[src/rtl/count_display_if.sv]
// count_display_if: groups the value input with the display and BCD outputs
// of count_display. The slave modport is the display block itself.
interface count_display_if;
    logic [7:0]  value;
    logic [3:0]  an;
    logic [6:0]  seg;
    logic        dp;
    logic [11:0] bcd;
    logic        conv_done;

    modport master (
        output value,
        input  an, seg, dp, bcd, conv_done
    );

    modport slave (
        input  value,
        output an, seg, dp, bcd, conv_done
    );
endinterface

[src/rtl/count_display.sv]
// count_display: converts an 8-bit binary value to three BCD digits with a
// sequential shift-and-add-3 engine, then scans the digits onto a 4-digit
// common-anode seven-segment display with leading-zero blanking.
module count_display #(
    parameter int REFRESH_DIV = 100000
) (
    input  logic            clk,
    input  logic            reset,
    count_display_if.slave  dif
);

    localparam int CW = (REFRESH_DIV > 2) ? $clog2(REFRESH_DIV) : 1;

    typedef enum logic [1:0] {IDLE, SHIFT, DONE} state_t;

    state_t      state, state_nxt;
    logic [7:0]  captured;
    logic [7:0]  bin_sr;
    logic [11:0] scratch;
    logic [11:0] adj;
    logic [2:0]  shift_cnt;
    logic [11:0] bcd_r;
    logic        done_r;

    logic [CW-1:0] rcnt;
    logic [1:0]    idx;
    logic [3:0]    dig;
    logic          lit;
    logic [3:0]    an_r;
    logic [6:0]    seg_r;

    // Active-low {g..a} pattern for one decimal digit.
    function automatic logic [6:0] seg_code(input logic [3:0] d);
        case (d)
            4'd0:    seg_code = 7'b1000000;
            4'd1:    seg_code = 7'b1111001;
            4'd2:    seg_code = 7'b0100100;
            4'd3:    seg_code = 7'b0110000;
            4'd4:    seg_code = 7'b0011001;
            4'd5:    seg_code = 7'b0010010;
            4'd6:    seg_code = 7'b0000010;
            4'd7:    seg_code = 7'b1111000;
            4'd8:    seg_code = 7'b0000000;
            4'd9:    seg_code = 7'b0010000;
            default: seg_code = 7'b1111111;
        endcase
    endfunction

    // Converter state register.
    always_ff @(posedge clk or negedge reset) begin
        if (!reset) state <= IDLE;
        else        state <= state_nxt;
    end

    // Converter next-state: a change is only sampled while idle.
    always_comb begin
        state_nxt = state;
        case (state)
            IDLE:    if (dif.value != captured) state_nxt = SHIFT;
            SHIFT:   if (shift_cnt == 3'd7)     state_nxt = DONE;
            DONE:    state_nxt = IDLE;
            default: state_nxt = IDLE;
        endcase
    end

    // Add-3 correction on every scratch nibble of 5 or more before a shift.
    always_comb begin
        adj = scratch;
        for (int i = 0; i < 3; i++) begin
            if (scratch[i*4 +: 4] >= 4'd5)
                adj[i*4 +: 4] = scratch[i*4 +: 4] + 4'd3;
        end
    end

    // Converter datapath; bcd only changes on DONE so a partial result never shows.
    always_ff @(posedge clk or negedge reset) begin
        if (!reset) begin
            captured  <= 8'd0;
            bin_sr    <= 8'd0;
            scratch   <= 12'd0;
            shift_cnt <= 3'd0;
            bcd_r     <= 12'd0;
            done_r    <= 1'b0;
        end else begin
            done_r <= 1'b0;
            case (state)
                IDLE: begin
                    if (dif.value != captured) begin
                        bin_sr   <= dif.value;
                        scratch  <= 12'd0;
                        captured <= dif.value;
                    end
                end
                SHIFT: begin
                    scratch   <= {adj[10:0], bin_sr[7]};
                    bin_sr    <= {bin_sr[6:0], 1'b0};
                    shift_cnt <= shift_cnt + 3'd1;
                end
                DONE: begin
                    bcd_r     <= scratch;
                    done_r    <= 1'b1;
                    shift_cnt <= 3'd0;
                end
                default: ;
            endcase
        end
    end

    // Refresh timer: hold each slot for REFRESH_DIV cycles, then step the digit index.
    always_ff @(posedge clk or negedge reset) begin
        if (!reset) begin
            rcnt <= '0;
            idx  <= 2'd0;
        end else if (rcnt == CW'(REFRESH_DIV - 1)) begin
            rcnt <= '0;
            idx  <= idx + 2'd1;
        end else begin
            rcnt <= rcnt + CW'(1);
        end
    end

    // Slot selection with leading-zero blanking; ones is always lit, slot 3 never.
    always_comb begin
        dig = 4'd0;
        lit = 1'b0;
        case (idx)
            2'd0: begin dig = bcd_r[3:0];  lit = 1'b1;                 end
            2'd1: begin dig = bcd_r[7:4];  lit = |bcd_r[11:4];         end
            2'd2: begin dig = bcd_r[11:8]; lit = |bcd_r[11:8];         end
            default: begin dig = 4'd0;     lit = 1'b0;                 end
        endcase
    end

    // Registered anode/cathode drive, one cycle behind the index and bcd.
    always_ff @(posedge clk or negedge reset) begin
        if (!reset) begin
            an_r  <= 4'b1111;
            seg_r <= 7'b1111111;
        end else if (lit) begin
            an_r  <= ~(4'b0001 << idx);
            seg_r <= seg_code(dig);
        end else begin
            an_r  <= 4'b1111;
            seg_r <= 7'b1111111;
        end
    end

    assign dif.an        = an_r;
    assign dif.seg       = seg_r;
    assign dif.dp        = 1'b1;
    assign dif.bcd       = bcd_r;
    assign dif.conv_done = done_r;

endmodule

[src/flat_wrapper.sv]
// flat-port wrapper written by rule: the top's interface ports become plain ports
module count_display_flat 
#(
    parameter int REFRESH_DIV = 100000
)
  (clk, reset, dif_value, dif_an, dif_seg, dif_dp, dif_bcd, dif_conv_done);
  count_display_if dif_i ();
  input  logic clk;
  input  logic reset;
  input wire logic [$bits(dif_i.value)-1:0] dif_value;
  output wire logic [$bits(dif_i.an)-1:0] dif_an;
  output wire logic [$bits(dif_i.seg)-1:0] dif_seg;
  output wire logic [$bits(dif_i.dp)-1:0] dif_dp;
  output wire logic [$bits(dif_i.bcd)-1:0] dif_bcd;
  output wire logic [$bits(dif_i.conv_done)-1:0] dif_conv_done;
  assign dif_i.value = dif_value;
  assign dif_an = dif_i.an;
  assign dif_seg = dif_i.seg;
  assign dif_dp = dif_i.dp;
  assign dif_bcd = dif_i.bcd;
  assign dif_conv_done = dif_i.conv_done;
  count_display #(.REFRESH_DIV(REFRESH_DIV)) u_core (.clk(clk), .reset(reset), .dif(dif_i));
endmodule
[config.mk]
export PLATFORM = sky130hd
export DESIGN_NAME = count_display_flat
export DESIGN_NICKNAME = d
export VERILOG_FILES = /design/src/rtl/count_display_if.sv /design/src/rtl/count_display.sv /design/src/flat_wrapper.sv
export SDC_FILE = /design/constraint.sdc
export NUM_CORES = 1
export LEC_CHECK = 0
export ABC_AREA = 1
export CAP_MARGIN = 20
export CORE_MARGIN = 4
export CORE_UTILIZATION = 58
export DETAILED_ROUTE_END_ITERATION = 16
export PLACE_DENSITY = 0.82
export SYNTH_ARGS = -nofsm -noshare
export SYNTH_HDL_FRONTEND = slang
export SYNTH_SLANG_ARGS = --single-unit
[constraint.sdc]
create_clock -name clk -period 2.4 [get_ports clk]
set_input_delay 0.36 -clock clk [delete_from_list [all_inputs] [get_ports clk]]
set_output_delay 0.36 -clock clk [all_outputs]
set_load 0.02 [all_outputs]
---- After elaboration in Yosys (flattened, before gate mapping) ----
Memory sizes are Yosys's and may differ from the RTL's.
Index checks and enable logic that the tools add are counted.
storage, ports and cells
  bits of input ports ..................... 10
  memories ................................ 1
  ROM bits ................................ 112
  word-level logic and storage cells ...... 58
  register bits ........................... 76
operators by class
  shift operators ......................... 1
  bitwise logic cells ..................... 1
  mux-type cells .......................... 17
  add/subtract/negate cells ............... 6
  magnitude comparators ................... 3
  equal/unequal tests ..................... 9
  reduce and logical (&&, ||, !) cells .... 9
memory list
  name              words  width  read ports  clocked after memory_dff  write ports  line                 source
  (name not given)  16     7      1           0                         0            count_display.sv:34  case (d)
operators with widths
  cell                                                                                  count
  12-bit case mux with 2 select lines                                                   1
  17-bit by 1-bit adder with 17-bit output (second input constant)                      1
  17-bit equality test (second input constant)                                          1
  17-bit 2-to-1 mux                                                                     1
  8-bit case mux with 2 select lines                                                    1
  4-bit by 3-bit greater-or-equal comparator with 1-bit output (second input constant)  3
  12-bit 2-to-1 mux                                                                     1
  4-bit 2-to-1 mux                                                                      3
  4-bit case mux with 3 select lines                                                    1
  4-bit by 2-bit adder with 4-bit output (second input constant)                        2
  8-bit 2-to-1 mux                                                                      1
  8-bit inequality test                                                                 1
  8-bit OR reduction                                                                    1
  7-bit 2-to-1 mux                                                                      1
  3-bit case mux with 2 select lines                                                    1
  2-bit AND reduction                                                                   3
  2-bit by 1-bit equality test with 1-bit output (second input constant)                2
  2-bit equality test (second input constant)                                           2
  2-bit logical NOT                                                                     2
  2-bit 2-to-1 mux                                                                      2
  2-bit by 1-bit inequality test with 1-bit output (second input constant)              2
  4-bit inverter                                                                        1
  2-bit case mux with 2 select lines                                                    1
  2-bit nonzero test                                                                    2
  other kinds (9)                                                                       9

---- Logic depth before layout (Yosys ltp) ----
An unclocked memory read counts as a cell.
  word-level depth ........................ 4
  gate-level depth with buffers ........... 12

---- Worst setup path before layout ----
OpenSTA, ideal clock, no wires.
  kind .................................... register to register
  start point ............................. reg u_core.idx[1]
  end point ............................... reg u_core.seg_r[3], in the netlist u_core.dif.seg[3]
  clock period less this slack ............ 2.015 ns
  data required time ...................... 2.314 ns
  slack ................................... 0.385 ns
  path buffers ............................ 1
  cell stages (with the launch flop) ...... 12
  arrival ................................. 1.929 ns
  setup time .............................. 0.086 ns
  cell sequence ........................... dfrtp_1 inv_1 ha_1 buf_4 a21oi_1 o21ai_0 nand2_1 inv_1 ha_1 or2_2 nand3_1 nand3_1
between the ends
  longest elaborated chain between the ends .. 4
RTL lines
  element                                      line                  source
  start: declaration                           count_display.sv:26   logic [1:0] idx;
  start signal: assignment                     count_display.sv:116  idx <= idx + 2'd1;
  2-bit equality test (tied with other cells)  count_display.sv:126  case (idx)
  4-bit case mux with 3 select lines           count_display.sv:126
  memory 16 x 7 bit                            n/a
  7-bit 2-to-1 mux (*)                         count_display.sv:139  end else if (lit) begin
  end signal: assignment                       count_display.sv:141  seg_r <= seg_code(dig);
  end: declaration                             count_display.sv:30   logic [6:0] seg_r;
Every way passes the cells marked *; elsewhere a longest branch is shown, timed or not.
A chain may end at the register's enable or synchronous reset.

---- Worst setup path after layout ----
Same ends and word-level chain as after synthesis.

==> results.txt <==
- In this run, synthesis produced a sequential element count of 76.
- The core region is 0.00679 sq mm.
* Clock Sinks: 76
- Pin placement for this block handled 35 I/O pins.
- Master cell of the clock root buffer: clkbuf_8
- In this run the horizontal extent of the chip is 91.5 um.
* CP endpoint kind: register
- Number of warnings printed during yosys synthesis: 0
- The worst-case IR drop observed on VDD is 0.753 mV.
- The run finished with clean final reports.
- Tot Pwr: 5130 uW
- Combined area of all synthesized cells: 0.00404 sq mm
* Leakage dissipation: 0.00235 uW
- Unrepaired setup endpoints after global routing: false
- Site row count: 30
- After layout, the worst setup slack is 0.172 ns.
- Global routing finished with a remaining overflow of 0.
* Commonest cells in the netlist: nand2_1 (127), dfrtp_1 (65), nand3_1 (65)
- Utilization after layout: 0.690
- Iteration-0 DRC count of the detailed router: 196
* WP data arrival: 2.49 ns
- For this design the ratio of total power to cell area is 1090 mW/mm^2.
- Sum of routed wire length over all layers: 7770 um
- Port buffering added 33 buffers.
- Across the run, the number of max-cap violations was 0.
- Final instance area: 0.00469 sq mm
* Overall routing resource usage: 0.198
- TritonCTS clock tree: done
- In the final layout, the share of cells above drive strength 1 is 0.0923.
- Antenna Nets Post-Route: 0
* Area of the die: 0.00837 sq mm
- Class of the most critical setup path: register to register
* Post-Place Cell Area: 0.00445 sq mm
* Largest cells by area after synthesis: dfrtp_1 (40%), nand2_1 (12%), nand3_1 (8.0%)
- Y dimension of the die: 91.5 um
- Number of iterations in the first detailed-routing pass: 4
- Inserted Clock Buffers: 9
- Measured against its own limit, the worst slew margin works out to 0.560.
- The smallest clock period supported by the final layout is computed as 2.23 ns.
- Clock insertion delay at the later pin of the skew report: 0.34 ns
- 0 antenna diodes ended up in the layout.
- After detailed routing, the number of vias per cell comes to 5.13.
- After clock tree synthesis, the repair step resized 0 gates.
- Maximum number of pins on one net before global-route repair: 42
- A synthesized cell averages 8.05 sq um.
- After filler insertion, the fill cell instance count of the layout stands at 560.
* Clock transition time at the flip-flop clock pins of the worst setup and hold paths: 0.08 ns
- The number of global-route vias before repair was 3153.
* Period utilization: 0.928
- Highest clock frequency the design can meet: 0.449 GHz
- Final RePlAce weighted congestion: 0.856
- Count of flip-flops with a built-in enable after synthesis: 0
* Primary FF master, synth: dfrtp_1
- Post-synthesis async set-or-reset flop share: 1.00
- Class of the most critical hold timing path: register to register
- STA puts the critical path data required time at 2.67 ns.
- Timing analysis after detailed placement gives a worst setup slack of 0.185 ns.
- Counting every instance in the synthesized netlist gives 502.
- For this run, design rule violations remaining after detail routing come to 0.
* Setup skew after layout: 0.0112 ns
* Final nets: 569
- The initial antenna violation count came to 0.
* Slew of the pin with the lowest slew margin: 0.658 ns
- Setup violations remaining at the end of the flow were counted as 0.
- Summed over all nets, the half-perimeter wirelength after detailed placement is 5600 um.
- The count of final hold-check violations is 0.
- Share of the synthesized area in the top cell type: 0.402
- Yosys instantiated no cell more often than nand2_1.
- No sink is reached through more buffers than the 2 on the longest clock path.
- Effective utilization at floorplan: 0.595
* WL/cell: 12.2 um
- Yosys mapped the design onto 33 distinct sky130hd cell types.
- Setup TNS after final layout: 0 ns
- Sequential area share after synthesis: 0.474
- Area growth, synth to finish: 16.0%
- CP Launch Type: register
- The clock tree synthesis step divided the H-tree into 3 levels.
* Wire length of the first global-routing pass: 13500 um
- Of all cell types, the one taking the most synthesized area is dfrtp_1.
* Number of slew-limit violations in the final report: 0
- The routed layout has 3272 vias.
* CP Max Fanout: 8
- The number of nets in the synthesized netlist is 534.
-- state kept, by name, summed over array words and instances, names as in the netlist --
| name | flops |
|---|---|
| u_core.dif.seg | 7 |
| u_core.shift_cnt | 3 |
| u_core.rcnt | 17 |
| u_core.bin_sr | 8 |
| u_core.dif.conv_done | 1 |
| u_core.idx | 2 |
| u_core.dif.bcd | 12 |
| u_core.captured | 8 |
| u_core.scratch | 12 |
| u_core.state | 2 |
| u_core.dif.an | 4 |
-- cell usage in the layout, fill, tap and decap left out, types with 11 or more instances in the layout --
cell               n
nand2_1          127
inv_1             63
dfrtp_1           65
nor2_1            39
o21ai_0           39
clkdlybuf4s50_1   32
a21oi_1           13
clkbuf_8          11
nand3_1           65
ha_1              22
dfstp_2           11
-- cells by family (layout without fill, tap and decap cells) --
family,after synthesis,in the layout,share of synthesized area
other cells,1,1,0.000928
xor+xnor,12,12,0.0260
compound gates,59,59,0.0768
flops,76,76,0.474
simple gates,249,249,0.267
mux,1,1,0.00279
buf+inv,82,122,0.0848
fa+ha+maj,22,22,0.0681
-- repair_timing --
item / CTS / global route
hold buffers: 1 / 0
setup buffers: 0 / 0
endpoints found under the hold margin: 9 / 0
setup endpoints to repair: 0 / 0
-- per-stage QoR --
stage / hold WS, ns / std cells
6_report: 0.461 / 638
5_1_grt: 0.500 / 638
4_1_cts: 0.467 / 638
3_5_place_dp: 0.332 / 621
3_3_place_gp: 0.336 / 621
2_1_floorplan: 0.0644 / 502
-- final timing paths --
path / end / depth (start not counted) / start / slack (ns)
max: u_core.dif.seg[3] / 10 / u_core.idx[1] / 0.17
min: u_core.rcnt[0] / 1 / u_core.rcnt[0] / 0.46
max reg2reg: u_core.dif.seg[3] / 10 / u_core.idx[1] / 0.17
min reg2reg: u_core.rcnt[0] / 1 / u_core.rcnt[0] / 0.46
max in group asynchronous: u_core.dif.seg[1] / 3 / reset / 1.29
min in group asynchronous: u_core.rcnt[8] / 2 / reset / 0.49
-- layer usage --
layer | GRT usage | wire (um) | part of all wire | up-vias
met1 | 0.247 | 3540 | 0.46 | 1518
met4 | 0.0854 | 142 | 0.018 | 0
met3 | 0.0406 | 371 | 0.048 | 12
met2 | 0.332 | 3720 | 0.48 | 79
met5 | 0 | 0 | 0 | -
li1 | - | - | - | 1663
-- worst max-delay path, cell delays in order (launching register included) --
cell,delay (ns)
dfrtp_1,0.41
inv_1,0.10
ha_1,0.27
a21oi_1,0.23
o21ai_0,0.13
nand2_1,0.19
inv_1,0.10
ha_1,0.29
or2_2,0.30
nand3_1,0.07
nand3_1,0.08
-- power by group --
part	internal, uW	switching (uW)
logic	793	1260
registers	1690	273
clock network	646	465
total	3130	2000
-- layout make-up --
class	count	area (sq um)	area share
Timing Repair Buffer	39	385	0.0822
Inverter	67	251	0.0536
Clock inverter	5	82.6	0.0176
Clock buffer	11	151	0.0323
Tap cell	96	120	0.0256
Sequential cell	76	1920	0.408
Multi-Input combinational cell	344	1780	0.380
Power figures use the tool's default switching activity.
